### config.mk
export PLATFORM = sky130hd
export DESIGN_NAME = mul_result_drain
export DESIGN_NICKNAME = d
export VERILOG_FILES = /design/src/rtl/mul_result_drain_pkg.sv /design/src/rtl/mul_timeout_ctr.sv /design/src/rtl/mul_result_drain.sv
export SDC_FILE = /design/constraint.sdc
export NUM_CORES = 1
export LEC_CHECK = 0
export ABC_CLOCK_PERIOD_IN_PS = 1700
export BUFFER_PORTS_ARGS = -buffer_cell sky130_fd_sc_hd__buf_2
export CAP_MARGIN = 15
export CORE_ASPECT_RATIO = 1.2
export CORE_UTILIZATION = 48
export DETAILED_ROUTE_END_ITERATION = 8
export PLACE_DENSITY_LB_ADDON = 0.1
export SLEW_MARGIN = 20
export SYNTH_ARGS = -nofsm -noshare
export SYNTH_HDL_FRONTEND = slang
export SYNTH_SLANG_ARGS = --single-unit
### constraint.sdc
create_clock -name clk -period 1.7 [get_ports clk]
set_input_delay 0.255 -clock clk [delete_from_list [all_inputs] [get_ports clk]]
set_output_delay 0.255 -clock clk [all_outputs]
set_load 0.005 [all_outputs]
### src/rtl/mul_result_drain_pkg.sv
// Shared types and constants for the Booth multiplier result drain.
package mul_pkg;

  localparam int PROD_W   = 67;  // {a[33:0], q[32:0]}
  localparam int WORD_W   = 32;  // output stream word width
  localparam int A_MSB    = 66;  // top bit of the product bus
  localparam int RES_MSB  = 63;  // top bit of the signed 64-bit result
  localparam int WAIT_MAX = 64;  // default completion timeout in WAIT cycles

  typedef enum logic [2:0] {
    IDLE    = 3'd0,
    WAIT    = 3'd1,
    SETTLE  = 3'd2,
    SEND_LO = 3'd3,
    SEND_HI = 3'd4
  } state_e;

  // The result fits 64-bit signed only when bits [66:63] are all equal
  // (pure sign extension of bit 63).
  function automatic logic sext_ovf(input logic [3:0] top);
    return ~(&top | ~|top);
  endfunction

endpackage

### src/rtl/mul_timeout_ctr.sv
// Completion timer: cleared by load_i, counts enabled cycles, and flags
// the enabled cycle on which the LIMIT-th count is reached.
module mul_timeout_ctr #(
  parameter int LIMIT = 64
) (
  input  logic clk,
  input  logic rst,
  input  logic load_i,
  input  logic en_i,
  output logic hit_o
);

  localparam int CW = $clog2(LIMIT + 1);

  logic [CW-1:0] cnt_q;
  logic [CW-1:0] cnt_d;

  // Next count: load wins over increment.
  always_comb begin
    cnt_d = cnt_q;
    if (load_i) begin
      cnt_d = '0;
    end else if (en_i) begin
      cnt_d = cnt_q + CW'(1);
    end
  end

  // Counter register.
  always_ff @(posedge clk) begin
    if (rst) begin
      cnt_q <= '0;
    end else begin
      cnt_q <= cnt_d;
    end
  end

  // This enabled cycle brings the count to LIMIT.
  assign hit_o = en_i && (cnt_q == CW'(LIMIT - 1));

endmodule

### src/rtl/mul_result_drain.sv
// Drains the Booth multiplier: waits for completion, captures the product
// one cycle after the done pulse, and streams the signed 64-bit result as
// two 32-bit words (low, then high) with overflow and timeout flags.
//
// Handshake: a word transfers on a rising clk edge where out_valid_o and
// out_ready_i are both 1. Once out_valid_o is raised it stays high, and
// out_data_o / out_last_o / out_ovf_o / out_tmo_o stay stable, until that
// transfer happens.
module mul_result_drain
  import mul_pkg::*;
#(
  parameter int PROD_W   = mul_pkg::PROD_W,
  parameter int WORD_W   = mul_pkg::WORD_W,
  parameter int WAIT_MAX = mul_pkg::WAIT_MAX
) (
  input  logic              clk,
  input  logic              rst,
  input  logic              start_i,
  input  logic              mul_done_i,
  input  logic [PROD_W-1:0] product_i,
  input  logic              out_ready_i,
  output logic              out_valid_o,
  output logic [WORD_W-1:0] out_data_o,
  output logic              out_last_o,
  output logic              out_ovf_o,
  output logic              out_tmo_o,
  output logic              busy_o,
  output logic [2:0]        state_dbg_o
);

  localparam int RES_W = 2 * WORD_W;

  state_e             state_q, state_d;
  logic [RES_W-1:0]   res_q, res_d;
  logic               ovf_q, ovf_d;
  logic               tmo_q, tmo_d;
  logic               tmr_load;
  logic               tmr_en;
  logic               tmr_hit;

  mul_timeout_ctr #(
    .LIMIT (WAIT_MAX)
  ) u_tmr (
    .clk    (clk),
    .rst    (rst),
    .load_i (tmr_load),
    .en_i   (tmr_en),
    .hit_o  (tmr_hit)
  );

  // Next state, capture register and timer control.
  always_comb begin
    state_d  = state_q;
    res_d    = res_q;
    ovf_d    = ovf_q;
    tmo_d    = tmo_q;
    tmr_load = 1'b0;
    tmr_en   = 1'b0;
    unique case (state_q)
      IDLE: begin
        if (start_i) begin
          state_d  = WAIT;
          tmr_load = 1'b1;
          res_d    = '0;
          ovf_d    = 1'b0;
          tmo_d    = 1'b0;
        end
      end
      WAIT: begin
        tmr_en = 1'b1;
        // A done pulse on the limit cycle beats the timeout.
        if (mul_done_i) begin
          state_d = SETTLE;
        end else if (tmr_hit) begin
          state_d = SEND_LO;
          res_d   = '0;
          tmo_d   = 1'b1;
        end
      end
      SETTLE: begin
        // The product register updates the cycle after the done pulse.
        res_d   = product_i[RES_W-1:0];
        ovf_d   = sext_ovf(product_i[PROD_W-1:RES_W-1]);
        state_d = SEND_LO;
      end
      SEND_LO: begin
        if (out_ready_i) begin
          state_d = SEND_HI;
        end
      end
      SEND_HI: begin
        if (out_ready_i) begin
          state_d = IDLE;
        end
      end
      default: begin
        state_d = IDLE;
      end
    endcase
  end

  // State and capture registers.
  always_ff @(posedge clk) begin
    if (rst) begin
      state_q <= IDLE;
      res_q   <= '0;
      ovf_q   <= 1'b0;
      tmo_q   <= 1'b0;
    end else begin
      state_q <= state_d;
      res_q   <= res_d;
      ovf_q   <= ovf_d;
      tmo_q   <= tmo_d;
    end
  end

  // Output mux: words and flags only while a word is being offered.
  always_comb begin
    out_valid_o = 1'b0;
    out_data_o  = '0;
    out_last_o  = 1'b0;
    out_ovf_o   = 1'b0;
    out_tmo_o   = 1'b0;
    if (state_q == SEND_LO) begin
      out_valid_o = 1'b1;
      out_data_o  = res_q[WORD_W-1:0];
      out_ovf_o   = ovf_q;
      out_tmo_o   = tmo_q;
    end else if (state_q == SEND_HI) begin
      out_valid_o = 1'b1;
      out_data_o  = res_q[RES_W-1:WORD_W];
      out_last_o  = 1'b1;
      out_ovf_o   = ovf_q;
      out_tmo_o   = tmo_q;
    end
  end

  assign busy_o      = (state_q != IDLE);
  assign state_dbg_o = state_q;

endmodule

==> flow_results.xml, run 1 <==
<?xml version="1.0" encoding="UTF-8"?>
<metrics>
  <group name="run_status">
    <metric name="outcome" unit="">finished, violations left</metric>
    <metric name="failed_checks" unit="">setup timing</metric>
  </group>
  <group name="sta">
    <metric name="period_needed" unit="ps">1835</metric>
    <metric name="maxSlewViolCount" unit="">0</metric>
    <metric name="slew-limit-headroom" unit="%">60.91</metric>
    <metric name="finalWorstSetupSlack" unit="ps">-134.6</metric>
    <metric name="hold_viol" unit="">0</metric>
    <metric name="finalCritPeriodShare" unit="%">107.9</metric>
    <metric name="transition_at_the_pin_with_the_smallest_max_transition_slack" unit="ps">571.5</metric>
    <metric name="rsz_0062_raised_after_global_routing" unit="">true</metric>
    <metric name="setup_viol_count_final" unit="">35</metric>
    <metric name="fin_skew" unit="ps">8.122</metric>
    <metric name="fin_setup_tns" unit="ps">-3520</metric>
    <metric name="hold_ws" unit="ps">117.6</metric>
    <metric name="max_freq" unit="MHz">545.1</metric>
  </group>
  <group name="cells_and_area">
    <metric name="area_delta_synth_final" unit="%">37.85</metric>
    <metric name="instances_no_fill" unit="">469</metric>
    <metric name="fillerInstances" unit="">472</metric>
    <metric name="mostFrequentLayoutCell" unit="">sky130_fd_sc_hd__buf_2</metric>
    <metric name="finalNetCount" unit="">457</metric>
    <metric name="post_route_cells_drive_above_1_share" unit="%">43.96</metric>
    <metric name="diodes" unit="">0</metric>
    <metric name="finish.utilization" unit="%">70.07</metric>
    <metric name="multi_input_comb_area" unit="mm^2">0.001280</metric>
    <metric name="most-common-layout-cells" unit="">108 x sky130_fd_sc_hd__buf_2, 96 x sky130_fd_sc_hd__a22o_1, 72 x sky130_fd_sc_hd__dfxtp_1</metric>
    <metric name="layout.area.seq" unit="mm^2">0.001531</metric>
  </group>
  <group name="critical_path">
    <metric name="cp.required" unit="ps">1440</metric>
    <metric name="setup.worst_path.start_class" unit="">flop</metric>
    <metric name="crit_fanout" unit="">7</metric>
    <metric name="cp_data_arrival_time" unit="ps">1580</metric>
    <metric name="criticalPathCategory" unit="">reg2out</metric>
    <metric name="max_stage_delay" unit="ps">340</metric>
    <metric name="critPathCaptureType" unit="">output port</metric>
    <metric name="crit_chain" unit="">buf_6 &gt; nor3b_4 &gt; buf_6 &gt; buf_6 &gt; a22o_1 &gt; buf_2</metric>
    <metric name="crit_top_cell" unit="">sky130_fd_sc_hd__buf_6</metric>
    <metric name="crit_slowest_cell" unit="">sky130_fd_sc_hd__dfxtp_2</metric>
  </group>
  <group name="route">
    <metric name="dr.first_iter.drc_count" unit="">86</metric>
    <metric name="post_dr_wirelength_cell" unit="um">15.72</metric>
    <metric name="drtAntennaViolNets" unit="">0</metric>
    <metric name="wl" unit="mm">7.373</metric>
    <metric name="routed-via-count" unit="">2529</metric>
    <metric name="via_per_inst" unit="">5.392</metric>
    <metric name="detailedRoute.firstPassIterationCount" unit="">4</metric>
    <metric name="drc" unit="">0</metric>
  </group>
  <group name="cts">
    <metric name="tritoncts" unit="">built</metric>
    <metric name="clk_root_buffer_cell" unit="">sky130_fd_sc_hd__clkbuf_8</metric>
    <metric name="clk_path_buf_depth" unit="">2</metric>
    <metric name="cts.hold.buffers_added" unit="">0</metric>
    <metric name="num_cts_buffers" unit="">9</metric>
    <metric name="cts.clk_slew.worst_paths" unit="ps">80</metric>
    <metric name="h_tree_depth" unit="">3</metric>
    <metric name="worst_skew_pair.late_latency" unit="ps">340</metric>
    <metric name="cts.sink_count" unit="">76</metric>
  </group>
  <group name="floorplan">
    <metric name="overall_die_area" unit="mm^2">0.006399</metric>
    <metric name="initial_core_util" unit="%">50.83</metric>
    <metric name="std_cell_rows" unit="">30</metric>
    <metric name="core-area" unit="mm^2">0.005743</metric>
    <metric name="design.portCount" unit="">112</metric>
    <metric name="floorplan.die.height" unit="um">87.43</metric>
    <metric name="die_x" unit="um">73.19</metric>
  </group>
  <group name="global_routing">
    <metric name="grt_antenna_before_repair" unit="">0</metric>
    <metric name="wire_length_of_the_first_global_routing_pass" unit="mm">11.12</metric>
    <metric name="global_route.usage.total" unit="%">22.71</metric>
    <metric name="grt_start_max_net_pins" unit="">49</metric>
    <metric name="via_count_of_the_first_global_routing_pass" unit="">2377</metric>
    <metric name="grt_overflow_total" unit="">0</metric>
  </group>
  <group name="placed_design">
    <metric name="gp_congestion" unit="">0.7697</metric>
    <metric name="place_ws" unit="ps">48.63</metric>
    <metric name="io_buffers" unit="">111</metric>
    <metric name="place.detailed.hpwl" unit="mm">4.645</metric>
    <metric name="placedCellCount" unit="">442</metric>
  </group>
  <group name="pwr">
    <metric name="cellPowerDensity" unit="mW/mm^2">1088</metric>
    <metric name="worst_ir_drop_vdd" unit="mV">0.7783</metric>
    <metric name="p_leak" unit="nW">1.860</metric>
  </group>
  <group name="logic_synthesis">
    <metric name="syn_area" unit="mm^2">0.002919</metric>
    <metric name="syn_area_per_cell" unit="um^2">11.49</metric>
    <metric name="ys_seq_area_share" unit="%">52.12</metric>
    <metric name="synth_seq_cells" unit="">76</metric>
    <metric name="syn_inst" unit="">254</metric>
    <metric name="synth.net_count" unit="">327</metric>
    <metric name="netlist-cell-type-count" unit="">35</metric>
    <metric name="ys.warnings.count" unit="">0</metric>
  </group>
  <group name="min_path">
    <metric name="worstHoldPathType" unit="">in2reg</metric>
  </group>
  <group name="job">
    <metric name="maxCapViolCount" unit="">0</metric>
  </group>
</metrics>
[routing by layer]
metal | vias to the layer above | routed length (um) | GRT usage (%)
li1 | 1249 | - | -
met1 | 1195 | 3343 | 30.12
met2 | 77 | 3550 | 34.60
met3 | 8 | 380 | 6.250
met4 | 0 | 98 | 9.447
met5 | - | 0 | 0
[synthesized netlist by cell type, drive strengths merged]
cell	n	area, um^2
a22o	96	840.8
dfxtp	76	1521
buf	17	122.6
nor2	11	41.29
clkbuf	6	22.52
nor3	5	36.29
nand4	4	25.02
xor2	4	35.03
a21oi	3	15.01
nand2	3	11.26
nor4b	3	41.29
and2	2	12.51
inv	2	7.510
nor3b	2	31.28
o21ai	2	10.01
or3	2	12.51
xnor2	2	17.52
a2111oi	1	8.760
a32o	1	10.01
and3	1	6.260
and3b	1	8.760
ha	1	12.51
mux2i	1	10.01
nand2b	1	6.260
nor4	1	6.260
nor4bb	1	10.01
o211ai	1	7.510
o21a	1	7.510
o21bai	1	7.510
or2	1	6.260
or4	1	7.510
[worst max-delay path, delay by kind of cell, from the launching register on]
kind | cells | cell delay [ps]
compound gates | 1 | 150
buf+inv | 4 | 550
flops | 1 | 340
simple gates | 1 | 210
[per-stage QoR]
step           cell area, um^2  total power [mW]
2_1_floorplan             2919             2.641
3_3_place_gp              3617             2.919
3_5_place_dp              3617             2.939
4_1_cts                   3901             4.332
5_1_grt                   4024             4.576
6_report                  4024             4.378
[final timing paths]
| check | slack, ps | from | cells past startpoint | endpoint |
|---|---|---|---|---|
| worst min register to register | 480 | res_q[0] | 1 | res_q[0] |
| worst min-delay path | 120 | product_i[0] | 2 | res_q[0] |
| worst max-delay path | -130 | state_dbg_o[0] | 6 | out_data_o[27] |
| worst max register to register | 30 | u_tmr.cnt_q[5] | 5 | res_q[53] |
[power by group]
| part | switching [mW] | internal, mW | leakage (nW) | total, mW |
|---|---|---|---|---|
| clock network | 0.666 | 0.679 | 0.0962 | 1.34 |
| logic | 0.443 | 0.485 | 1.14 | 0.928 |
| registers | 0.120 | 1.98 | 0.619 | 2.11 |
[registers in the layout, summed over array words and instances, names as in the netlist]
signal and cells:
ovf_q 1, u_tmr.cnt_q 7, tmo_q 1, res_q 64, state_dbg_o 3
[timing repair]
| item | CTS | global route |
|---|---|---|
| gates resized for setup | 15 | 12 |
| cloned | 1 | 3 |
| buffers inserted | 6 | 2 |
| setup endpoints to repair | 36 | 100 |
| pin swaps | 20 | 23 |
[logic make-up (layout without fill, tap and decap cells)]
group / Yosys count / in the layout / synth area share [%]
compound gates: 106 / 106 / 31.08
fa+ha+maj: 1 / 1 / 0.4286
xor+xnor: 6 / 6 / 1.800
simple gates: 39 / 39 / 9.002
mux: 1 / 1 / 0.3429
buf+inv: 25 / 160 / 5.229
flops: 76 / 76 / 52.12
[final cells by class]
class                           instances  area share (%)
Clock buffer                           10           3.172
Clock inverter                          6           1.617
Inverter                                2          0.1866
Multi-Input combinational cell        153           31.81
Sequential cell                        76           38.06
Tap cell                               80           2.488
Timing Repair Buffer                  142           22.67
No activity file was read; power rests on OpenSTA's default activity.
==> run 2, diff against run 1 <==
- CELL_PAD_IN_SITES_DETAIL_PLACEMENT: unset -> 1
- CELL_PAD_IN_SITES_GLOBAL_PLACEMENT: unset -> 1
- CORE_UTILIZATION: 48 -> 37
==> flow_results.xml, run 2 (synthesis results as in run 1) <==
<?xml version="1.0" encoding="UTF-8"?>
<metrics>
  <group name="run_status">
    <metric name="outcome" unit="">finished, violations left</metric>
    <metric name="failed_checks" unit="">setup timing</metric>
  </group>
  <group name="cts">
    <metric name="num_cts_buffers" unit="">9</metric>
    <metric name="cts.clk_slew.worst_paths" unit="ps">80</metric>
    <metric name="cts.sink_count" unit="">76</metric>
    <metric name="worst_skew_pair.late_latency" unit="ps">340</metric>
    <metric name="clk_root_buffer_cell" unit="">sky130_fd_sc_hd__clkbuf_8</metric>
    <metric name="tritoncts" unit="">built</metric>
    <metric name="clk_path_buf_depth" unit="">2</metric>
    <metric name="h_tree_depth" unit="">3</metric>
  </group>
  <group name="critical_path">
    <metric name="cp.required" unit="ps">1440</metric>
    <metric name="worstReg2RegEnd" unit="">res_q[4]</metric>
    <metric name="r2r_cells" unit="">7</metric>
    <metric name="crit_chain" unit="">buf_6 &gt; nor3b_4 &gt; buf_6 &gt; buf_6 &gt; a22o_1 &gt; buf_2</metric>
    <metric name="path_delay_family" unit="">buffers and inverters</metric>
    <metric name="crit_fanout" unit="">7</metric>
    <metric name="crit_slowest_cell" unit="">sky130_fd_sc_hd__dfxtp_4</metric>
    <metric name="critical_path_buf_inv_count" unit="">4</metric>
    <metric name="cp_data_arrival_time" unit="ps">1600</metric>
    <metric name="r2r_setup_slack" unit="ps">-120</metric>
    <metric name="setup.worst_path.start_class" unit="">flop</metric>
    <metric name="crit_top_cell" unit="">sky130_fd_sc_hd__buf_6</metric>
    <metric name="critPathCaptureType" unit="">output port</metric>
    <metric name="criticalPathCategory" unit="">reg2out</metric>
    <metric name="regToRegStartpoint" unit="">state_dbg_o[2]</metric>
    <metric name="max_stage_delay" unit="ps">360</metric>
  </group>
  <group name="cells_and_area">
    <metric name="post_route_cells_drive_above_1_share" unit="%">45.41</metric>
    <metric name="area_delta_synth_final" unit="%">42.56</metric>
    <metric name="finish.utilization" unit="%">54.30</metric>
    <metric name="number_of_flip_flops_under_the_largest_register_name" unit="">64</metric>
    <metric name="reg_with_most_ffs" unit="">res_q</metric>
    <metric name="mostFrequentLayoutCell" unit="">sky130_fd_sc_hd__buf_2</metric>
    <metric name="finalNetCount" unit="">460</metric>
    <metric name="most-common-layout-cells" unit="">108 x sky130_fd_sc_hd__buf_2, 96 x sky130_fd_sc_hd__a22o_1, 71 x sky130_fd_sc_hd__dfxtp_1</metric>
    <metric name="diodes" unit="">0</metric>
  </group>
  <group name="route">
    <metric name="via_per_inst" unit="">5.322</metric>
    <metric name="detailedRoute.firstPassIterationCount" unit="">4</metric>
    <metric name="drc" unit="">0</metric>
    <metric name="wl" unit="mm">8.337</metric>
    <metric name="post_dr_wirelength_cell" unit="um">17.23</metric>
    <metric name="routed-via-count" unit="">2576</metric>
    <metric name="drtAntennaViolNets" unit="">0</metric>
    <metric name="dr.first_iter.drc_count" unit="">94</metric>
  </group>
  <group name="global_routing">
    <metric name="grt_start_max_net_pins" unit="">50</metric>
    <metric name="global_route.usage.total" unit="%">20.10</metric>
    <metric name="grt_antenna_before_repair" unit="">0</metric>
    <metric name="wire_length_of_the_first_global_routing_pass" unit="mm">13.33</metric>
    <metric name="via_count_of_the_first_global_routing_pass" unit="">2685</metric>
    <metric name="grt_overflow_total" unit="">0</metric>
  </group>
  <group name="placed_design">
    <metric name="gp_congestion" unit="">0.7272</metric>
    <metric name="io_buffers" unit="">111</metric>
    <metric name="place.detailed.hpwl" unit="mm">5.214</metric>
  </group>
  <group name="sta">
    <metric name="maxSlewViolCount" unit="">0</metric>
    <metric name="rsz_0062_raised_after_global_routing" unit="">true</metric>
    <metric name="hold_ws" unit="ps">122.4</metric>
    <metric name="fin_setup_tns" unit="ps">-8395</metric>
    <metric name="period_needed" unit="ps">1855</metric>
    <metric name="max_freq" unit="MHz">539.1</metric>
    <metric name="finalWorstSetupSlack" unit="ps">-155.0</metric>
    <metric name="setup_viol_count_final" unit="">84</metric>
    <metric name="hold_viol" unit="">0</metric>
    <metric name="slew-limit-headroom" unit="%">58.87</metric>
    <metric name="finalCritPeriodShare" unit="%">109.1</metric>
    <metric name="fin_skew" unit="ps">9.190</metric>
    <metric name="transition_at_the_pin_with_the_smallest_max_transition_slack" unit="ps">601.3</metric>
  </group>
  <group name="floorplan">
    <metric name="std_cell_rows" unit="">35</metric>
    <metric name="initial_core_util" unit="%">38.09</metric>
    <metric name="overall_die_area" unit="mm^2">0.008250</metric>
    <metric name="floorplan.die.height" unit="um">99.30</metric>
    <metric name="die_x" unit="um">83.08</metric>
    <metric name="design.portCount" unit="">112</metric>
    <metric name="core-area" unit="mm^2">0.007664</metric>
  </group>
  <group name="min_path">
    <metric name="hp-start" unit="">product_i[13]</metric>
    <metric name="holdPathStages" unit="">2</metric>
    <metric name="worstHoldPathType" unit="">in2reg</metric>
    <metric name="worstHoldEndpoint" unit="">res_q[13]</metric>
  </group>
  <group name="pwr">
    <metric name="cellPowerDensity" unit="mW/mm^2">1093</metric>
    <metric name="worst_ir_drop_vdd" unit="mV">0.5161</metric>
    <metric name="p_leak" unit="nW">1.899</metric>
    <metric name="post_layout_power" unit="mW">4.550</metric>
  </group>
  <group name="job">
    <metric name="maxCapViolCount" unit="">0</metric>
  </group>
</metrics>
==> run 2: how the worst max path moves through the flow <==
stage                         from  depth (start not counted)  slack [ps]             end
global route        state_dbg_o[1]                          6        -220   out_data_o[1]
floorplan           state_dbg_o[2]                          4          40  out_data_o[22]
detailed placement  u_tmr.cnt_q[0]                          6          -6       res_q[17]
finish              state_dbg_o[0]                          6        -150  out_data_o[24]
CTS                 state_dbg_o[0]                          6        -130   out_data_o[1]
global placement    u_tmr.cnt_q[0]                          6          60       res_q[17]
==> run 2: timing repair <==
| item | in CTS | in global routing |
|---|---|---|
| pin swaps | 22 | 23 |
| gates cloned | 5 | 2 |
| endpoints found under the setup margin | 63 | 103 |
| buffers inserted | 7 | 5 |
| gates resized for setup | 34 | 12 |
| hold buffers | 0 | 0 |
==> run 2: stage by stage <==
stage | instances | cell area, um^2 | worst slack [ps]
after global routing | 484 | 4161 | -224.1
after floorplan | 254 | 2919 | 38.28
after detailed placement | 451 | 3622 | -5.941
after CTS | 479 | 4086 | -134.3
final | 484 | 4161 | -155.0
after global placement | 451 | 3622 | 58.09
==> run 2: report_power, final <==
group          internal, mW  switching, mW
combinational         0.564          0.490
sequential             1.98          0.119
clock                 0.725          0.668
total                  3.27           1.28
==> run 2: per-layer routing <==
layer  GRT usage [%]  vias to the layer above  share of wire [%]
met1           24.34                     1253                 43
met2           35.37                       61                 52
met4           6.764                        0               0.74
li1                -                     1256                  -
met3           4.315                        6                4.3
met5               0                        -                  0
==> run 2: area by class of cell <==
| cell class | instances | area [um^2] |
|---|---|---|
| clock buffers | 11 | 141.4 |
| clock inverters | 5 | 60.06 |
| fillers | 872 | 3502 |
| inverters | 2 | 7.507 |
| multi-input cells | 153 | 1309 |
| flip-flops and latches | 76 | 1533 |
| well taps | 92 | 115.1 |
| repair buffers | 145 | 996.0 |
==> run 3, diff against run 2 <==
- BUFFER_PORTS_ARGS: -buffer_cell sky130_fd_sc_hd__buf_2 -> unset
- CORE_UTILIZATION: 37 -> 47
- DONT_BUFFER_PORTS: unset -> 1
==> flow_results.xml, run 3 (synthesis results as in run 1) <==
<?xml version="1.0" encoding="UTF-8"?>
<metrics>
  <group name="cells_and_area">
    <metric name="fillerInstances" unit="">643</metric>
    <metric name="instances_no_fill" unit="">358</metric>
    <metric name="post_route_cells_drive_above_1_share" unit="%">22.46</metric>
    <metric name="finish.utilization" unit="%">56.55</metric>
    <metric name="reg_with_most_ffs" unit="">res_q</metric>
    <metric name="number_of_flip_flops_under_the_largest_register_name" unit="">64</metric>
    <metric name="mostFrequentLayoutCell" unit="">sky130_fd_sc_hd__a22o_1</metric>
    <metric name="diodes" unit="">0</metric>
    <metric name="area_delta_synth_final" unit="%">16.46</metric>
    <metric name="most-common-layout-cells" unit="">96 x sky130_fd_sc_hd__a22o_1, 70 x sky130_fd_sc_hd__dfxtp_1, 17 x sky130_fd_sc_hd__buf_4</metric>
    <metric name="finalNetCount" unit="">344</metric>
  </group>
  <group name="sta">
    <metric name="period_needed" unit="ps">1709</metric>
    <metric name="hold_viol" unit="">0</metric>
    <metric name="maxSlewViolCount" unit="">0</metric>
    <metric name="transition_at_the_pin_with_the_smallest_max_transition_slack" unit="ps">437.3</metric>
    <metric name="fin_skew" unit="ps">10.59</metric>
    <metric name="slew-limit-headroom" unit="%">70.09</metric>
    <metric name="finalCritPeriodShare" unit="%">100.5</metric>
    <metric name="rsz_0062_raised_after_global_routing" unit="">true</metric>
    <metric name="hold_ws" unit="ps">37.67</metric>
    <metric name="finalWorstSetupSlack" unit="ps">-8.853</metric>
    <metric name="fin_setup_tns" unit="ps">-10.21</metric>
    <metric name="setup_viol_count_final" unit="">2</metric>
    <metric name="max_freq" unit="MHz">585.2</metric>
  </group>
  <group name="critical_path">
    <metric name="crit_top_cell" unit="">sky130_fd_sc_hd__buf_4</metric>
    <metric name="worst-path-stages" unit="">7</metric>
    <metric name="cp.required" unit="ps">1960</metric>
    <metric name="crit_chain" unit="">buf_4 &gt; nor3b_4 &gt; buf_4 &gt; buf_4 &gt; nand2_1 &gt; or3_1 &gt; a21oi_1</metric>
    <metric name="regToRegStartpoint" unit="">state_dbg_o[1]</metric>
    <metric name="critical_path_buf_inv_count" unit="">3</metric>
    <metric name="criticalPathCategory" unit="">reg2reg</metric>
    <metric name="timing.critical_path.to" unit="">u_tmr.cnt_q[6]</metric>
    <metric name="path_delay_family" unit="">simple AND/OR/NAND/NOR gates</metric>
    <metric name="critPathCaptureType" unit="">flop</metric>
    <metric name="crit_slowest_cell" unit="">sky130_fd_sc_hd__dfxtp_4</metric>
    <metric name="setup.worst_path.start_class" unit="">flop</metric>
    <metric name="cp_data_arrival_time" unit="ps">1960</metric>
    <metric name="r2r_cells" unit="">7</metric>
    <metric name="crit_fanout" unit="">7</metric>
    <metric name="worstReg2RegEnd" unit="">u_tmr.cnt_q[6]</metric>
    <metric name="r2r_setup_slack" unit="ps">-9</metric>
    <metric name="max_stage_delay" unit="ps">360</metric>
    <metric name="worst_setup_path_startpoint" unit="">state_dbg_o[1]</metric>
  </group>
  <group name="placed_design">
    <metric name="place.detailed.hpwl" unit="mm">4.975</metric>
    <metric name="io_buffers" unit="">0</metric>
    <metric name="placedCellCount" unit="">330</metric>
    <metric name="gp_congestion" unit="">0.7167</metric>
  </group>
  <group name="min_path">
    <metric name="worstHoldPathType" unit="">in2reg</metric>
  </group>
  <group name="job">
    <metric name="maxCapViolCount" unit="">0</metric>
  </group>
  <group name="cts">
    <metric name="cts.clk_slew.worst_paths" unit="ps">90</metric>
    <metric name="clk_root_buffer_cell" unit="">sky130_fd_sc_hd__clkbuf_8</metric>
    <metric name="num_cts_buffers" unit="">9</metric>
    <metric name="tritoncts" unit="">built</metric>
    <metric name="cts.sink_count" unit="">76</metric>
    <metric name="h_tree_depth" unit="">3</metric>
    <metric name="worst_skew_pair.late_latency" unit="ps">340</metric>
    <metric name="clk_path_buf_depth" unit="">2</metric>
  </group>
  <group name="pwr">
    <metric name="cellPowerDensity" unit="mW/mm^2">1206</metric>
    <metric name="p_leak" unit="nW">1.324</metric>
    <metric name="worst_ir_drop_vdd" unit="mV">0.7328</metric>
  </group>
  <group name="route">
    <metric name="dr.first_iter.drc_count" unit="">83</metric>
    <metric name="post_dr_wirelength_cell" unit="um">22.11</metric>
    <metric name="drc" unit="">0</metric>
    <metric name="via_per_inst" unit="">6.165</metric>
    <metric name="wl" unit="mm">7.914</metric>
    <metric name="detailedRoute.firstPassIterationCount" unit="">4</metric>
    <metric name="drtAntennaViolNets" unit="">0</metric>
    <metric name="routed-via-count" unit="">2207</metric>
  </group>
  <group name="global_routing">
    <metric name="via_count_of_the_first_global_routing_pass" unit="">2185</metric>
    <metric name="grt_start_max_net_pins" unit="">55</metric>
    <metric name="grt_overflow_total" unit="">0</metric>
    <metric name="wire_length_of_the_first_global_routing_pass" unit="mm">10.78</metric>
    <metric name="global_route.usage.total" unit="%">22.06</metric>
    <metric name="grt_antenna_before_repair" unit="">0</metric>
  </group>
  <group name="floorplan">
    <metric name="core-area" unit="mm^2">0.006012</metric>
    <metric name="die_x" unit="um">73.94</metric>
    <metric name="floorplan.die.height" unit="um">88.33</metric>
    <metric name="overall_die_area" unit="mm^2">0.006531</metric>
    <metric name="design.portCount" unit="">112</metric>
    <metric name="std_cell_rows" unit="">31</metric>
    <metric name="initial_core_util" unit="%">48.55</metric>
  </group>
  <group name="run_status">
    <metric name="failed_checks" unit="">setup timing</metric>
    <metric name="outcome" unit="">finished, violations left</metric>
  </group>
</metrics>
run 3: changes by cell type in the layout (fill, tap and decap cells not counted), sizes merged:
| cell | delta |
|---|---|
| buf | -118 |
| bufinv | -1 |
| clkinvlp | +1 |
| clkinv | +1 |
| dlygate4sd3 | +1 |
run 3: area by class of cell:
| class | count | area [um^2] | area share (%) |
|---|---|---|---|
| sequential | 76 | 1534 | 45.12 |
| multi-input combinational | 153 | 1287 | 37.87 |
| timing repair buffer | 29 | 301.5 | 8.870 |
| clock buffer | 10 | 127.6 | 3.754 |
| tap | 82 | 102.6 | 3.018 |
| clock inverter | 6 | 38.79 | 1.141 |
| inverter | 2 | 7.507 | 0.2208 |
run 3: repair_timing:
action                     CTS  global route
hold buffers                 1             0
hold endpoints to repair     3             0
buffers inserted             4             4
pin swaps                    1            32
gates cloned                 0             3
resized for setup           11            12
setup endpoints to repair   43            86
run 3: through the flow:
step	cell area (um^2)	power (mW)	setup slack, ps
after global placement	3054	2.778	101.8
final	3400	4.099	-8.853
after detailed placement	3054	2.841	10.59
after CTS	3287	4.046	2.610
after floorplan	2919	2.641	38.28
after global routing	3400	4.304	-103.5
run 3: metal layers:
layer	global-route usage (%)	up-vias	part of all wire, %
met2	38.02	70	53
met1	25.54	1108	41
li1	-	1022	-
met4	6.993	0	0.96
met5	0	-	0
met3	7.517	7	5.1
run 3: how the worst min path moves through the flow:
stage,startpoint,cells past startpoint,end
final,product_i[16],1,res_q[16]
after global routing,product_i[13],1,res_q[13]
after CTS,product_i[50],1,res_q[50]
after detailed placement,rst,1,state_dbg_o[2]
after global placement,rst,1,state_dbg_o[2]
after floorplan,rst,1,state_dbg_o[2]
run 3: report_power, final:
group          internal (mW)  switching [mW]  leakage, nW
Sequential              1.99           0.129        0.620
Clock                  0.528           0.657       0.0824
Combinational          0.384           0.414        0.622
